==> config.mk <==
export PLATFORM = sky130hd
export DESIGN_NAME = exu_alu_stage
export DESIGN_NICKNAME = d
export VERILOG_FILES = /design/src/rtl/exu_pkg.sv /design/src/rtl/exu_alu_stage_alu_comb.sv /design/src/rtl/exu_alu_stage.sv
export SDC_FILE = /design/constraint.sdc
export NUM_CORES = 1
export LEC_CHECK = 0
export ABC_AREA = 1
export CORE_MARGIN = 4
export CORE_UTILIZATION = 25
export DETAILED_ROUTE_END_ITERATION = 16
export SYNTH_ARGS = -nofsm -noshare
export SYNTH_HDL_FRONTEND = slang
export SYNTH_SLANG_ARGS = --single-unit
==> constraint.sdc <==
create_clock -name clk -period 3.5 [get_ports clk]
set_input_delay 0.35 -clock clk [delete_from_list [all_inputs] [get_ports clk]]
set_output_delay 0.35 -clock clk [all_outputs]
set_load 0.01 [all_outputs]
==> src/rtl/exu_pkg.sv <==
// exu_pkg: shared ALU op encodings and datapath width for the execute stage
package exu_pkg;
  localparam int XLEN_DEF = 32;
  localparam int SHW_DEF = $clog2(XLEN_DEF);
  typedef enum logic [3:0] {
    ALU_ADD   = 4'd0,
    ALU_SUB   = 4'd1,
    ALU_AND   = 4'd2,
    ALU_OR    = 4'd3,
    ALU_XOR   = 4'd4,
    ALU_SLL   = 4'd5,
    ALU_SRL   = 4'd6,
    ALU_SRA   = 4'd7,
    ALU_SLT   = 4'd8,
    ALU_SLTU  = 4'd9,
    ALU_PASSB = 4'd10
  } alu_op_t;
  function automatic logic is_shift(input logic [3:0] op);
    return op == ALU_SLL || op == ALU_SRL || op == ALU_SRA;
  endfunction
endpackage

==> src/rtl/exu_alu_stage_alu_comb.sv <==
// alu_comb: combinational ALU op decode, barrel shifter drive and result select
module barrel_shifter #(
  parameter int XLEN = exu_pkg::XLEN_DEF,
  parameter int SHW = $clog2(XLEN)
) (
  input  logic [XLEN-1:0] data,
  input  logic            la,
  input  logic            lr,
  input  logic [SHW-1:0]  shift_number,
  output logic [XLEN-1:0] shift_out
);
  logic [XLEN-1:0] st [SHW+1];
  logic fill;
  assign fill = la & data[XLEN-1];
  // left shifts reuse the right-shift network on bit-reversed data
  assign st[0] = lr ? data : {<<{data}};
  for (genvar i = 0; i < SHW; i++) begin : g_stg
    assign st[i+1] = shift_number[i] ? {{(2**i){fill}}, st[i][XLEN-1:2**i]} : st[i];
  end
  assign shift_out = lr ? st[SHW] : {<<{st[SHW]}};
endmodule

module alu_comb
  import exu_pkg::*;
#(
  parameter int XLEN = XLEN_DEF
) (
  input  logic [3:0]      op,
  input  logic [XLEN-1:0] a,
  input  logic [XLEN-1:0] b,
  output logic [XLEN-1:0] result
);
  localparam int SHW = $clog2(XLEN);
  logic [XLEN-1:0] shifted;
  logic la, lr;
  assign lr = op == ALU_SRL || op == ALU_SRA;
  assign la = op == ALU_SRA;
  barrel_shifter #(.XLEN(XLEN), .SHW(SHW)) u_shift (
    .data(a),
    .la(la),
    .lr(lr),
    .shift_number(b[SHW-1:0]),
    .shift_out(shifted)
  );
  always_comb begin
    case (op)
      ALU_ADD:                   result = a + b;
      ALU_SUB:                   result = a - b;
      ALU_AND:                   result = a & b;
      ALU_OR:                    result = a | b;
      ALU_XOR:                   result = a ^ b;
      ALU_SLL, ALU_SRL, ALU_SRA: result = shifted;
      ALU_SLT:                   result = {{(XLEN-1){1'b0}}, $signed(a) < $signed(b)};
      ALU_SLTU:                  result = {{(XLEN-1){1'b0}}, a < b};
      ALU_PASSB:                 result = b;
      default:                   result = '0;
    endcase
  end
endmodule

==> src/rtl/exu_alu_stage.sv <==
// exu_alu_stage: ALU execute stage with 2-entry skid output; EXU_ALU_PERF_CNT_EN adds perf_shift_cnt
module exu_alu_stage
  import exu_pkg::*;
#(
  parameter int XLEN = XLEN_DEF
) (
  input  logic            clk,
  input  logic            rst,
  input  logic            in_valid,
  output logic            in_ready,
  input  logic [3:0]      in_op,
  input  logic [XLEN-1:0] in_src1,
  input  logic [XLEN-1:0] in_src2,
  input  logic [4:0]      in_rd,
  output logic            out_valid,
  input  logic            out_ready,
  output logic [XLEN-1:0] out_result,
  output logic [4:0]      out_rd
`ifdef EXU_ALU_PERF_CNT_EN
  ,
  output logic [31:0]     perf_shift_cnt
`endif
);
  logic in_xfer, out_xfer, s_valid;
  logic [XLEN-1:0] alu_res, s_result;
  logic [4:0] s_rd;
  assign in_xfer = in_valid & in_ready;
  assign out_xfer = out_valid & out_ready;
  alu_comb #(.XLEN(XLEN)) u_alu (
    .op(in_op),
    .a(in_src1),
    .b(in_src2),
    .result(alu_res)
  );
  // in_ready mirrors !s_valid but is kept as its own flop so it leaves the stage registered
  always_ff @(posedge clk) begin
    if (rst) begin
      out_valid <= 1'b0;
      s_valid <= 1'b0;
      in_ready <= 1'b1;
      out_result <= '0;
      out_rd <= '0;
      s_result <= '0;
      s_rd <= '0;
    end else if (s_valid) begin
      if (out_xfer) begin
        out_result <= s_result;
        out_rd <= s_rd;
        s_valid <= 1'b0;
        s_result <= '0;
        s_rd <= '0;
        in_ready <= 1'b1;
      end
    end else if (in_xfer && out_valid && !out_xfer) begin
      s_result <= alu_res;
      s_rd <= in_rd;
      s_valid <= 1'b1;
      in_ready <= 1'b0;
    end else if (in_xfer) begin
      out_result <= alu_res;
      out_rd <= in_rd;
      out_valid <= 1'b1;
    end else if (out_xfer) begin
      out_valid <= 1'b0;
    end
  end
`ifdef EXU_ALU_PERF_CNT_EN
  always_ff @(posedge clk)
    perf_shift_cnt <= rst ? '0 : perf_shift_cnt + 32'(in_xfer && is_shift(in_op));
`endif
endmodule

# After elaboration in Yosys (flattened, before gate mapping)
# Cells that the tools add are included.
op_classes:
  reduce_logical: 12
  eq_ne: 12
  addsub: 2
  order_cmp: 2
  muxes: 30
  bitwise: 8
ops:
  columns: ["operator", "count"]
  rows:
  - ["32-bit 2-to-1 mux", 14]
  - ["32-bit one-hot mux with 9 select lines", 1]
  - ["32-bit less-than comparator", 2]
  - ["5-bit 2-to-1 mux", 7]
  - ["32-bit adder", 1]
  - ["32-bit bitwise AND", 1]
  - ["32-bit bitwise OR", 1]
  - ["32-bit subtractor", 1]
  - ["32-bit XOR", 1]
  - ["4-bit by 3-bit equality test with 1-bit output, second input constant", 4]
  - ["4-bit equality test, second input constant", 3]
  - ["4-bit by 2-bit equality test with 1-bit output, second input constant", 2]
  - ["1-bit 2-to-1 mux", 8]
  - ["3-bit AND reduction", 2]
  - ["2-bit nonzero test", 3]
  - ["4-bit by 1-bit equality test with 1-bit output, second input constant", 1]
  - ["4-bit zero test", 1]
  - ["2-bit != test, second input constant", 2]
  - ["1-bit bitwise AND", 3]
  - ["3-bit OR reduction", 1]
  - ["1-bit logical AND", 2]
  - ["1-bit NOT", 2]
  - ["2-bit AND reduction", 1]
  - ["1-bit zero test", 1]
  - ["1-bit logical OR", 1]
word_totals:
  register_bits: 77
  out_inout_bits: 39
  inputBits: 77
  elab_cells: 73

# Longest topological paths before layout
# Gate-level depths: netlist (run 1).
logic_depth:
  depth_word: 13
  depth_mapped: 21
  ltp_nobuf: 20

# By module
# Synthesis (run 1) repeated with hierarchy kept, for this count alone.
unflattened:
  hier_cells: 2462
  hier_area_um2: 13015.0
modules_own_cells:
  columns: ["mod", "n_inst", "cells_each", "seq_area_each_um2", "area_each_um2"]
  rows:
  - ["alu_comb", 1, 1392, 0.0, 6926.6]
  - ["exu_alu_stage", 1, 508, 1541.5, 3557.2]
  - ["barrel_shifter", 1, 562, 0.0, 2531.2]

# Worst setup path before layout (run 1)
# OpenSTA, ideal clock, no wires.
synth_path:
  kind: "input -> register"
  start: "in in_src2[3]"
  end: "reg s_result[21]"
  path_buffers: 3
  arrival_ns: 2.698
  required_ns: 3.372
  cell_stages: 19
  setup_slack_ns: 0.673
  setup_ns: 0.128
  path_cell_list: "clkbuf_1 -> clkinv_1 -> clkbuf_1 -> ha_1 -> clkbuf_1 -> nor2_1 -> nand3_1 -> nor3_1 -> a21oi_1 -> o21bai_1 -> nand2_1 -> nand2_1 -> nand2_1 -> nand3_1 -> nand2_1 -> nor2_1 -> nand2_1 -> nand2_1 -> a21oi_1"
synth_between:
  elab_chain_len: 6
  word_cells_on_any_way: 8
  classes_between: "2 x add/sub; 6 x mux"
synth_rtl:
  columns: ["item", "line_no", "text"]
  rows:
  - ["start, declared", "exu_alu_stage.sv:13", "input logic [XLEN-1:0] in_src2,"]
  - ["branches (longest 3 deep; another with 32-bit subtractor)", null, null]
  - ["32-bit one-hot mux with 9 select lines *", "exu_alu_stage_alu_comb.sv:46", "case (op)"]
  - ["32-bit 2-to-1 mux *", "exu_alu_stage.sv:54", "end else if (in_xfer && out_valid && !out_xfer) begin"]
  - ["32-bit 2-to-1 mux *", "exu_alu_stage.sv:45", "end else if (s_valid) begin"]
  - ["end signal, assigned", "exu_alu_stage.sv:55", "s_result <= alu_res;"]
  - ["end, declared", "exu_alu_stage.sv:25", "logic [XLEN-1:0] alu_res, s_result;"]
# Every way passes the cells marked *. The select of a mux whose other input is x is not followed.
# A chain may end at the register's enable or synchronous reset.

# Worst setup path after layout (run 1)
layout_path:
  start: "in in_src1[1]"
  end: "reg s_result[17]"
layout_between:
  elab_chain_len: 10
  word_cells_on_any_way: 12
  classes_between: "2 x add/sub; 10 x mux"
layout_rtl:
  columns: ["item", "line_no", "text"]
  rows:
  - ["start, declared", "exu_alu_stage.sv:12", "input logic [XLEN-1:0] in_src1,"]
  - ["branches (longest 7 deep; another with 32-bit subtractor)", null, null]
  - ["32-bit one-hot mux with 9 select lines *", "exu_alu_stage_alu_comb.sv:46", null]
  - ["32-bit 2-to-1 mux *", "exu_alu_stage.sv:54", null]
  - ["32-bit 2-to-1 mux *", "exu_alu_stage.sv:45", null]
# Marked as above.

==> results of run 1 <==
## through the flow
| step | area, sq um | setup WS, ns | util |
|---|---|---|---|
| detailed placement | 14000 | -0.00215 | 0.316 |
| CTS | 14300 | 0.350 | 0.323 |
| global placement | 14000 | 0.0430 | 0.316 |
| global route | 14300 | 0.0835 | 0.323 |
| floorplan | 11200 | 0.673 | - |
| finish | 14300 | 0.258 | 0.323 |
## final cells by class
type | instances | share of cell area
Multi-Input combinational cell | 1600 | 0.588
Timing Repair Buffer | 297 | 0.180
Sequential cell | 77 | 0.108
Tap cell | 592 | 0.0517
Inverter | 196 | 0.0515
Clock buffer | 11 | 0.0169
Clock inverter | 5 | 0.00411
Antenna cell | 1 | 0.000175
## critical path, cell delays in order
cell	delay (ns)
clkdlybuf4s50_1	0.57
inv_1	0.18
ha_1	0.33
inv_1	0.09
o211ai_1	0.19
nand2_1	0.13
buf_4	0.17
o21ai_0	0.45
nand2_1	0.14
nand2_1	0.20
nand2_1	0.08
nand2_1	0.10
a21oi_1	0.07
o21ai_0	0.07
nand3b_1	0.13
nand2_1	0.11
a21oi_1	0.07
## layer usage
metal | routed length [um] | GRT usage | share of wire | vias up
li1 | - | - | - | 7200
met1 | 25300 | 0.309 | 0.43 | 6938
met2 | 27400 | 0.397 | 0.46 | 616
met3 | 3490 | 0.0245 | 0.059 | 112
met4 | 3280 | 0.111 | 0.055 | 0
met5 | 0 | 0 | 0 | -
## worst paths after layout
path                             start                        end  slack, ns  cells past startpoint
hold reg to reg   s_rd[4]$_SDFFE_PP0P_     out_rd[4]$_SDFFE_PP0P_       0.48                      2
setup reg to reg    s_valid$_SDFF_PP0_  s_result[14]$_SDFFE_PP0P_       1.22                      7
setup / recovery            in_src1[1]  s_result[17]$_SDFFE_PP0P_       0.26                     17
hold / removal    s_rd[4]$_SDFFE_PP0P_     out_rd[4]$_SDFFE_PP0P_       0.48                      2
## synthesized netlist by cell type, types with 4 or more instances
library cell	instances
nand2_1	427
nor2_1	136
inv_1	187
nand2_2	4
a211oi_1	7
buf_1	8
a21o_1	5
buf_4	7
xor2_1	4
o211ai_1	10
o21ai_1	8
a31oi_1	9
clkbuf_2	4
inv_2	4
dfxtp_1	77
buf_2	41
o21ai_0	156
o21a_1	4
o22ai_1	24
nand4_1	34
ha_1	96
o21bai_1	9
nor3_1	19
clkinv_1	4
nand3_1	379
clkbuf_1	55
a21oi_1	217
a221oi_1	23
## logic make-up after synthesis
kind of cell,after synthesis,share of synthesized area
xor+xnor,4,0.00312
compound gates,482,0.237
simple gates,1016,0.399
buf+inv,313,0.114
fa+ha+maj,98,0.111
flops,77,0.137
## state kept, by name, indices dropped and copies added, names as in the netlist
name	flops
s_rd	5
s_result	32
in_ready	1
s_valid	1
out_result	32
out_rd	5
out_valid	1
## power breakdown
| group | internal (W) | leakage, nW | switching, W | total [W] |
|---|---|---|---|---|
| sequential | 0.000950 | 0.632 | 0.0000403 | 0.000990 |
| clock | 0.000573 | 0.142 | 0.000360 | 0.000933 |
| combinational | 0.000770 | 5.83 | 0.00133 | 0.00210 |
==> metrics, run 1 <==
outcome=completed; Mapped Area=11200 sq um; CP Launch Type=input port; # placed instances=between 2000 and 3000; Yosys Warn Count=0; Ports=116; period utilization=0.926; GRT Residual Overflow=0; via total after detailed routing=14866; headroom to the max-slew limit=0.200; commonest non-fill, non-tap cells in the layout=nand2_1, nand3_1, a21oi_1, inv_1, buf_4; number of clock buffers inserted by TritonCTS=9; Synth Flop Type=dfxtp_1; register area share after synthesis=0.137; crit-path max FO=4; LEAKAGE=6.60 nW; drt pass-1 iters=6; Mapped Nets=2165; share of cells above drive strength 1=0.100; Root Driver=clkbuf_16; DRC violations left=0; num rows=between 70 and 80; Vias per Instance=5.35; initial antenna violation count=1; cell taking the most area after synthesis=nand3_1; Worst Path Arrival=about 3.4 ns; clock buffer depth=2; most common cell after layout, fill and taps aside=nand2_1; RSZ-0062 raised after global routing=false; Setup CP Type=in -> reg; CTS-repair resized insts=0; I/O Buffers=approximately 120; Core Box Area=44300 sq um; vias in the first global route=roughly 14000; nets@finish=2356; Worst Setup End Kind=flip-flop; setup bufs post-CTS=0; first-pass GRT wire length=87600 um; Yosys top cell area share=0.169; Slew @ Worst Pin=1.20 ns; post-DP HPWL=~49000 um; HP Class=reg -> reg; Mapped Cells=1990; Tmin final=3.24 ns; Antenna Nets Post-Route=0; GR Util All Layers=0.238; FILL cells=just over 5000; setup_tns=0 ns; routability congestion estimate=1.04; Fin. Hold Viols=0; peak supply drop=0.260 mV; library cells used by synthesis=45; clk_lat worst skew=0.34 ns; FFs w/ async S/R, synth=0; fin. max-slew vios=0; synth top area cells=nand3_1, nand2_1, dfxtp_1; area grow syn2layout=27.5%; H-tree levels=3; Die ar.=48400 sq um; die width=220 um; number of flops mapped to enable cells by yosys=0; Setup Skew=0.00891 ns; fin cells=2779; fmax=between 0.3 and 0.4 GHz; Register Area=1540 sq um; final setup vio count=0; Pwr Total=approximately 0.004 W; largest net degree at the start of global routing=76; Multi-input gate area=8420 sq um; required time worst endpoint=3.69 ns; wire length per cell=roughly 21 um; TritonCTS clock tree=yes; clk slew on worst S/H paths=0.06 ns; Routed WL=59500 um; hold_buf cts=0; Starting Density=0.253; PD cells=281 nW/um^2; Syn Area/Cell=5.64 sq um; 1st-iter DRT viols=1622; DIE HEIGHT=220 um; max cap viols=0; Clock Sinks=77; Seq cells post-synth=77; hold slack=between 0.4 and 0.5 ns
Note: power is estimated with default switching activity, not from simulation.
==> run 2, diff against run 1 <==
--- a/config.mk
+++ b/config.mk
@@ -7,7 +7,7 @@
 export LEC_CHECK = 0
 export ABC_AREA = 1
 export CORE_MARGIN = 4
-export CORE_UTILIZATION = 25
+export CORE_UTILIZATION = 30
 export DETAILED_ROUTE_END_ITERATION = 16
 export SYNTH_ARGS = -nofsm -noshare
 export SYNTH_HDL_FRONTEND = slang
==> metrics, run 2 (synthesis gave the netlist of run 1 again) <==
Root Driver=clkbuf_16 (unchanged); Critical Path Max Stage Delay=0.59 ns (was 0.57 ns); setup_tns=0 ns (unchanged); CP Launch Type=input port (unchanged); Buf+Inv Stages, Crit Path=2 (was 4); Slew @ Worst Pin=1.19 ns (was 1.20 ns); TritonCTS clock tree=yes (unchanged); num rows=70 (was 77); Antenna diodes=0 (was 1); nets@finish=2344 (was 2356); Worst Path Arrival=3.53 ns (was 3.43 ns); Starting Density=0.305 (was 0.253); fin. max-slew vios=0 (unchanged); # placed instances=2626 (was 2762); Core Box Area=36800 sq um (was 44300 sq um); via total after detailed routing=14899 (was 14866); post-DP HPWL=48700 um (was 49200 um); Largest regs=out_result (32), s_result (32) (unchanged); 1st-iter DRT viols=1572 (was 1622); required time worst endpoint=3.69 ns (about the same); Tmin final=3.34 ns (was 3.24 ns); fin cells=2641 (was 2779); number of clock buffers inserted by TritonCTS=9 (unchanged); LEAKAGE=6.56 nW (was 6.60 nW); DIE HEIGHT=201 um (was 220 um); GRT Residual Overflow=0 (unchanged); routability congestion estimate=1.02 (was 1.04); Fin. Hold Viols=0 (unchanged); max cap viols=0 (unchanged); initial antenna violation count=0 (was 1); Antenna Nets Post-Route=0 (unchanged); share of cells above drive strength 1=0.0962 (was 0.100); Worst Setup End Kind=flip-flop (unchanged); Setup CP Type=in -> reg (unchanged); crit-path cells=clkdlybuf4s50_1 -> inv_1 -> ha_1 -> fa_1 -> o31ai_2 -> nand4_1 -> nand2_1 -> nand2_1 -> nand2_1 -> nand2_1 -> nand3_1 -> o211ai_1 -> nor2_2 -> nand2_1 -> nand2_1 -> a21oi_1 (was clkdlybuf4s50_1 -> inv_1 -> ha_1 -> inv_1 -> o211ai_1 -> nand2_1 -> buf_4 -> o21ai_0 -> nand2_1 -> nand2_1 -> nand2_1 -> nand2_1 -> a21oi_1 -> o21ai_0 -> nand3b_1 -> nand2_1 -> a21oi_1); RSZ-0062 raised after global routing=false (unchanged); outcome=completed (unchanged); commonest non-fill, non-tap cells in the layout=nand2_1, nand3_1, a21oi_1, inv_1, buf_4 (unchanged); first-pass GRT wire length=86200 um (was 87600 um); I/O Buffers=115 (unchanged); PD cells=290 nW/um^2 (was 281 nW/um^2); clk_lat worst skew=0.33 ns (was 0.34 ns); Setup Skew=0.00437 ns (was 0.00891 ns); clk slew on worst S/H paths=0.06 ns (about the same); die width=201 um (was 220 um); drt pass-1 iters=6 (unchanged); area grow syn2layout=25.6% (was 27.5%); GR Util All Layers=0.275 (was 0.238); headroom to the max-slew limit=0.208 (was 0.200); Worst path slowest cell=clkdlybuf4s50_1 (unchanged); crit-path max FO=4 (unchanged); setup bufs post-CTS=0 (unchanged); largest net degree at the start of global routing=75 (was 76); vias in the first global route=13974 (was 14132); Die ar.=40600 sq um (was 48400 sq um); period utilization=0.954 (was 0.926); delay-heaviest family, CP=simple AND/OR/NAND/NOR gates (was buffers and inverters); Routed WL=59200 um (was 59500 um); final setup vio count=0 (unchanged); Clock Sinks=77 (unchanged); wire length per cell=22.4 um (was 21.4 um); CTS-repair resized insts=0 (unchanged); hold_buf cts=0 (unchanged); most used cell along the critical path=nand2_1 (unchanged); post-layout util=0.384 (was 0.323); clock buffer depth=2 (unchanged); HP Class=reg -> reg (unchanged); most common cell after layout, fill and taps aside=nand2_1 (unchanged); H-tree levels=3 (unchanged); Vias per Instance=5.64 (was 5.35); Ports=116 (unchanged); peak supply drop=0.284 mV (was 0.260 mV); fmax=0.300 GHz (was 0.308 GHz); DRC violations left=0 (unchanged)
[run 2: tightest hold or removal path, delay by kind of cell (launching register included)]
kind          cells  cell delay (ns)
simple gates      2             0.12
flops             1             0.32
[run 2: path summary, 6_finish.rpt]
path | from | end | slack, ns | cells past startpoint
max | in_src1[0] | s_result[20]$_SDFFE_PP0P_ | 0.16 | 16
min reg2reg | in_ready$_SDFFE_PP1P_ | in_ready$_SDFFE_PP1P_ | 0.49 | 2
max reg2reg | s_valid$_SDFF_PP0_ | s_result[28]$_SDFFE_PP0P_ | 1.33 | 7
min | in_ready$_SDFFE_PP1P_ | in_ready$_SDFFE_PP1P_ | 0.49 | 2
[run 2: layout make-up]
type | instances | area [sq um]
clock buffers | 12 | 256
clock inverters | 3 | 68.8
fillers | 4097 | 22700
inverters | 196 | 738
multi-input cells | 1600 | 8430
flip-flops and latches | 77 | 1540
well taps | 468 | 586
repair buffers | 285 | 2480
[run 2: power breakdown]
part           switching (W)  internal, W  leakage, nW
Sequential         0.0000381     0.000950        0.632
Clock               0.000352     0.000661        0.159
Combinational        0.00133     0.000761         5.77
[run 2: stage by stage]
step                      setup WS (ns)  area (sq um)  hold slack, ns  total power, W
after floorplan                   0.673         11200           0.419         0.00212
after global placement           -0.255         13800           0.470         0.00305
after detailed placement         -0.253         13800           0.477         0.00305
after CTS                        0.0794         14100           0.491         0.00407
after global routing             0.0405         14100           0.507         0.00432
final                             0.162         14100           0.489         0.00409
[run 2: metal layers]
layer	up-vias	track usage	wire [um]
li1	7179	-	-
met1	6962	0.354	24600
met2	638	0.461	27400
met3	120	0.0234	3590
met4	0	0.143	3630
met5	-	0	0
